## src/rtl/fetch_ctrl.sv

```systemverilog
// Fetch sequencing controller: redirect arbitration, in-flight imem request
// tracking and squashing of responses that belong to an abandoned fetch path.
package core_pkg;
  parameter int XLEN = 32;
endpackage

module fetch_ctrl #(
  parameter int MAX_OUT = 4,
  parameter int XLEN    = core_pkg::XLEN
) (
  input  logic                     clk,
  input  logic                     reset,
  input  logic                     enable,
  input  logic                     dec_stall_req,
  input  logic                     be_redir_req,
  input  logic [XLEN-1:0]          be_redir_pc,
  input  logic                     dec_redir_req,
  input  logic [XLEN-1:0]          dec_redir_pc,
  input  logic                     imem_ren,
  input  logic                     mem_valid,
  input  logic [XLEN-1:0]          mem_rdata0,
  input  logic [XLEN-1:0]          mem_rdata1,
  input  logic [XLEN-1:0]          mem_pc0,
  input  logic [XLEN-1:0]          mem_pc1,
  output logic                     fetch_en,
  output logic                     stall,
  output logic                     redirect_en,
  output logic [XLEN-1:0]          redirect_pc,
  output logic                     imem_valid,
  output logic [XLEN-1:0]          imem_rdata0,
  output logic [XLEN-1:0]          imem_rdata1,
  output logic [XLEN-1:0]          imem_pc0,
  output logic [XLEN-1:0]          imem_pc1,
  output logic [$clog2(MAX_OUT):0] outstanding,
  output logic                     ovf_err
);

  localparam int PW = $clog2(MAX_OUT);
  localparam int CW = PW + 1;
  localparam logic [CW-1:0] FULL_CNT = CW'(MAX_OUT);

  typedef enum logic [1:0] {IDLE, RUN, REDIR} state_t;

  state_t            state_q, state_d;
  logic [XLEN-1:0]   redirect_pc_q, redirect_pc_d;
  logic [MAX_OUT-1:0] live_q, live_d;
  logic [PW-1:0]     rd_ptr_q, rd_ptr_d, wr_ptr_q, wr_ptr_d;
  logic [CW-1:0]     count_q, count_d;
  logic              ovf_q, ovf_d;
  logic              redir_acc, full, empty, push_ok, pop_ok;

  always_comb begin
    state_d       = state_q;
    redirect_pc_d = redirect_pc_q;
    redir_acc     = (state_q != IDLE) & (be_redir_req | dec_redir_req);
    if (redir_acc) redirect_pc_d = be_redir_req ? be_redir_pc : dec_redir_pc;
    unique case (state_q)
      IDLE:    if (enable) state_d = RUN;
      RUN:     if (redir_acc) state_d = REDIR;
               else if (!enable) state_d = IDLE;
      REDIR:   state_d = redir_acc ? REDIR : RUN;
      default: state_d = IDLE;
    endcase
  end

  // A push while full is still legal when the same cycle pops the head.
  always_comb begin
    full     = (count_q == FULL_CNT);
    empty    = (count_q == '0);
    pop_ok   = mem_valid & ~empty;
    push_ok  = imem_ren & (~full | mem_valid);
    live_d   = live_q;
    if (redir_acc) live_d = '0;
    if (push_ok) live_d[wr_ptr_q] = ~redir_acc;
    wr_ptr_d = wr_ptr_q + PW'(push_ok);
    rd_ptr_d = rd_ptr_q + PW'(pop_ok);
    count_d  = count_q + CW'(push_ok) - CW'(pop_ok);
    ovf_d    = ovf_q | (imem_ren & full & ~mem_valid) | (mem_valid & empty);
  end

  always_ff @(posedge clk) begin
    if (reset) begin
      state_q       <= IDLE;
      redirect_pc_q <= '0;
      live_q        <= '0;
      rd_ptr_q      <= '0;
      wr_ptr_q      <= '0;
      count_q       <= '0;
      ovf_q         <= 1'b0;
    end else begin
      state_q       <= state_d;
      redirect_pc_q <= redirect_pc_d;
      live_q        <= live_d;
      rd_ptr_q      <= rd_ptr_d;
      wr_ptr_q      <= wr_ptr_d;
      count_q       <= count_d;
      ovf_q         <= ovf_d;
    end
  end

  assign fetch_en    = (state_q != IDLE) & enable;
  assign stall       = dec_stall_req | (full & ~mem_valid);
  assign redirect_en = (state_q == REDIR);
  assign redirect_pc = redirect_pc_q;
  assign imem_valid  = mem_valid & ~empty & live_q[rd_ptr_q] & ~redir_acc;
  assign imem_rdata0 = mem_rdata0;
  assign imem_rdata1 = mem_rdata1;
  assign imem_pc0    = mem_pc0;
  assign imem_pc1    = mem_pc1;
  assign outstanding = count_q;
  assign ovf_err     = ovf_q;

endmodule

```

## config.mk

```make
export PLATFORM = sky130hd
export DESIGN_NAME = fetch_ctrl
export DESIGN_NICKNAME = d
export VERILOG_FILES = /design/src/rtl/fetch_ctrl.sv
export SDC_FILE = /design/constraint.sdc
export NUM_CORES = 1
export LEC_CHECK = 0
export CAP_MARGIN = 25
export CORE_AREA = 2 2 145 147
export DETAILED_ROUTE_END_ITERATION = 16
export DIE_AREA = 0 0 147 149
export PLACE_DENSITY = 0.52
export SETUP_SLACK_MARGIN = 0.05
export SLEW_MARGIN = 0
export SYNTH_ARGS = -nofsm -noshare
export SYNTH_HDL_FRONTEND = slang
export SYNTH_SLANG_ARGS = --single-unit
```

## constraint.sdc

```tcl
create_clock -name clk -period 6.7 [get_ports clk]
set_clock_uncertainty 0.05 [all_clocks]
set_input_delay 1.34 -clock clk [delete_from_list [all_inputs] [get_ports clk]]
set_output_delay 1.34 -clock clk [all_outputs]
set_load 0.1 [all_outputs]
```

==> impl_metrics.tcl <==
set metrics [dict create \
    vias_per_cell 3.42 \
    antenna_found_initial 0 \
    powerDensity_mw_per_mm2 283 \
    ios 368 \
    finalCriticalPeriod_ns 5.07 \
    cts.sinks 46 \
    final_cell_mix "clkdlybuf4s50_1 (110), dfxtp_1 (46), mux2i_1 (32), o2bb2ai_1 (32), nor2_1 (10)" \
    slew_viol_final 0 \
    layout-drive-gt1-share_pct 5.34 \
    hold_class "reg2reg" \
    cts_resized 0 \
    stdcell_area_mm2 0.00351 \
    finalWorstSetupSlack_ns 1.63 \
    hold_buffers 0 \
    cp_max_fo 6 \
    postCtsSetupBuffers 0 \
    wl_per_cell_um 16.0 \
    drc_errors 0 \
    clock_path_buffers 2 \
    finalSetupViolCount 0 \
    p_leak_nw 1.26 \
    die_y_um 149 \
    postPlaceCellArea_mm2 0.00336 \
    finalNonFillerCells 556 \
    htree_levels 2 \
    cts_tree "built" \
    slew_headroom_pct 31.4 \
    synth_nets 504 \
    vias 1902 \
    diodes 0 \
    ant_nets 0 \
    critical_path_class "in2out" \
    pre_cts_ws_ns 1.62 \
    crit_path_end_kind "output pin" \
    dieArea_mm2 0.0219 \
    gp_congestion 0.668 \
    fin_setup_tns_ns 0 \
    finalCritPeriodShare_pct 75.7 \
    fmax_mhz 197 \
    synthesis.instances 301 \
    yosysWarnings 0 \
    rows 53 \
    ir_drop_v 0.000203 \
    outcome "finished, final reports clean" \
    dpl.hpwl_um 7140 \
    die_w_um 147 \
    fin_nets 483 \
    numPortBuffers 111 \
    finalHoldViolations 0 \
    core_mm2 0.0206 \
    drt-total-wl_um 8870 \
    num-fill-cells 2295 \
    numCtsBuffers 5 \
    worstSetupStartpointType "input port" \
    drt_iter0_drc 33 \
    grt_max_degree 34 \
    p_total_w 0.000992 \
    dr.pass1.iters 4 \
    ys_seq_elements 46 \
    seq_area_frac_synth_pct 31.6 \
    synth_area_mm2 0.00291 \
    cts_root_buf "clkbuf_16" \
    worstPathArrival_ns 3.68 \
    grt_setup_unrepaired "no" \
    final_common_cell "clkdlybuf4s50_1" \
    crit_required_ns 5.31 \
    grt_pass1_wl_um 12700 \
    initial_utilization_pct 14.2 \
    synth_cell_type_count 30 \
    grt_usage_pct 7.70 \
    clk_pin_slew_ns 0.07 \
    insertion_delay_ns 0.29 \
    grt_overflow 0 \
    syn_to_final_growth_pct 20.5 \
    placed_cells 548 \
    syn_area_per_cell_um2 9.67 \
    tightest_slew_ns 1.03 \
    max_cap_viol_count 0 \
    grt_pass1_vias 1982 \
]
sequential cells by signal (all words and copies together) (netlist names):
signal / flops
wr_ptr_q: 2
redirect_pc: 32
state_q: 2
live_q: 4
rd_ptr_q: 2
outstanding: 3
ovf_err: 1
cells in the mapped netlist:
cell | number | share of area, %
buf_4 | 129 | 33
dfxtp_1 | 46 | 32
mux2i_1 | 32 | 11
o2bb2ai_1 | 32 | 9.6
buf_2 | 11 | 1.9
nor2_1 | 10 | 1.3
nor2b_1 | 5 | 1.1
a41oi_1 | 4 | 1.2
inv_1 | 4 | 0.52
xor2_1 | 3 | 0.90
a21oi_1 | 2 | 0.34
ha_1 | 2 | 0.86
nand2b_1 | 2 | 0.43
o21a_1 | 2 | 0.52
xnor2_1 | 2 | 0.60
a211o_1 | 1 | 0.30
and2_1 | 1 | 0.22
and2_4 | 1 | 0.30
and3b_1 | 1 | 0.30
clkbuf_1 | 1 | 0.13
fa_1 | 1 | 0.69
mux4_2 | 1 | 0.77
nand3b_1 | 1 | 0.26
nor3_1 | 1 | 0.17
o22ai_1 | 1 | 0.22
o311ai_0 | 1 | 0.30
o31ai_1 | 1 | 0.26
or2_1 | 1 | 0.22
or2b_1 | 1 | 0.26
or4b_4 | 1 | 0.47
kinds of logic after synthesis:
family | after synthesis | share of synthesized area (%)
buf+inv | 145 | 35.8
xor+xnor | 5 | 1.50
mux | 33 | 11.8
compound gates | 44 | 12.8
fa+ha+maj | 3 | 1.55
flops | 46 | 31.6
simple gates | 25 | 4.99
cell type report:
class	count	area [um2]	area share (%)
well taps	275	344	9.81
repair buffers	113	1120	32.0
multi-input cells	110	956	27.3
inverters	4	15.0	0.428
clock inverters	3	25.0	0.714
flip-flops and latches	46	921	26.3
clock buffers	5	125	3.57
final timing paths:
kind / start / endpoint / slack, ns / cells past startpoint
min reg2reg: ovf_err / ovf_err / 0.41 / 2
min: ovf_err / ovf_err / 0.41 / 2
max: mem_valid / stall / 1.63 / 4
max reg2reg: outstanding[1] / outstanding[2] / 4.23 / 9
metal layers:
layer	share of wire (%)	global-route usage, %	routed length (um)
met1	32	7.15	2850
met2	49	13.5	4380
met3	13	3.91	1160
met4	5.4	4.76	480
met5	0	0	0
critical path, stage by stage:
cell             delay (ns)
clkdlybuf4s50_1        0.48
or4b_4                 0.56
or2b_1                 0.17
clkdlybuf4s50_1        1.12
report_power, final:
part | total, W | internal, W | switching, W | leakage (nW)
Combinational | 0.000397 | 0.000131 | 0.000266 | 0.814
Clock | 0.000258 | 0.000140 | 0.000117 | 0.0704
Sequential | 0.000337 | 0.000307 | 0.0000297 | 0.376
per-stage QoR:
stage | util, % | hold WS (ns)
6_report | 17.1 | 0.409
3_3_place_gp | 16.3 | 0.395
4_1_cts | 17.1 | 0.413
2_1_floorplan | - | 0.385
5_1_grt | 17.1 | 0.426
3_5_place_dp | 16.3 | 0.395
Note: power is estimated with default switching activity, not from simulation.
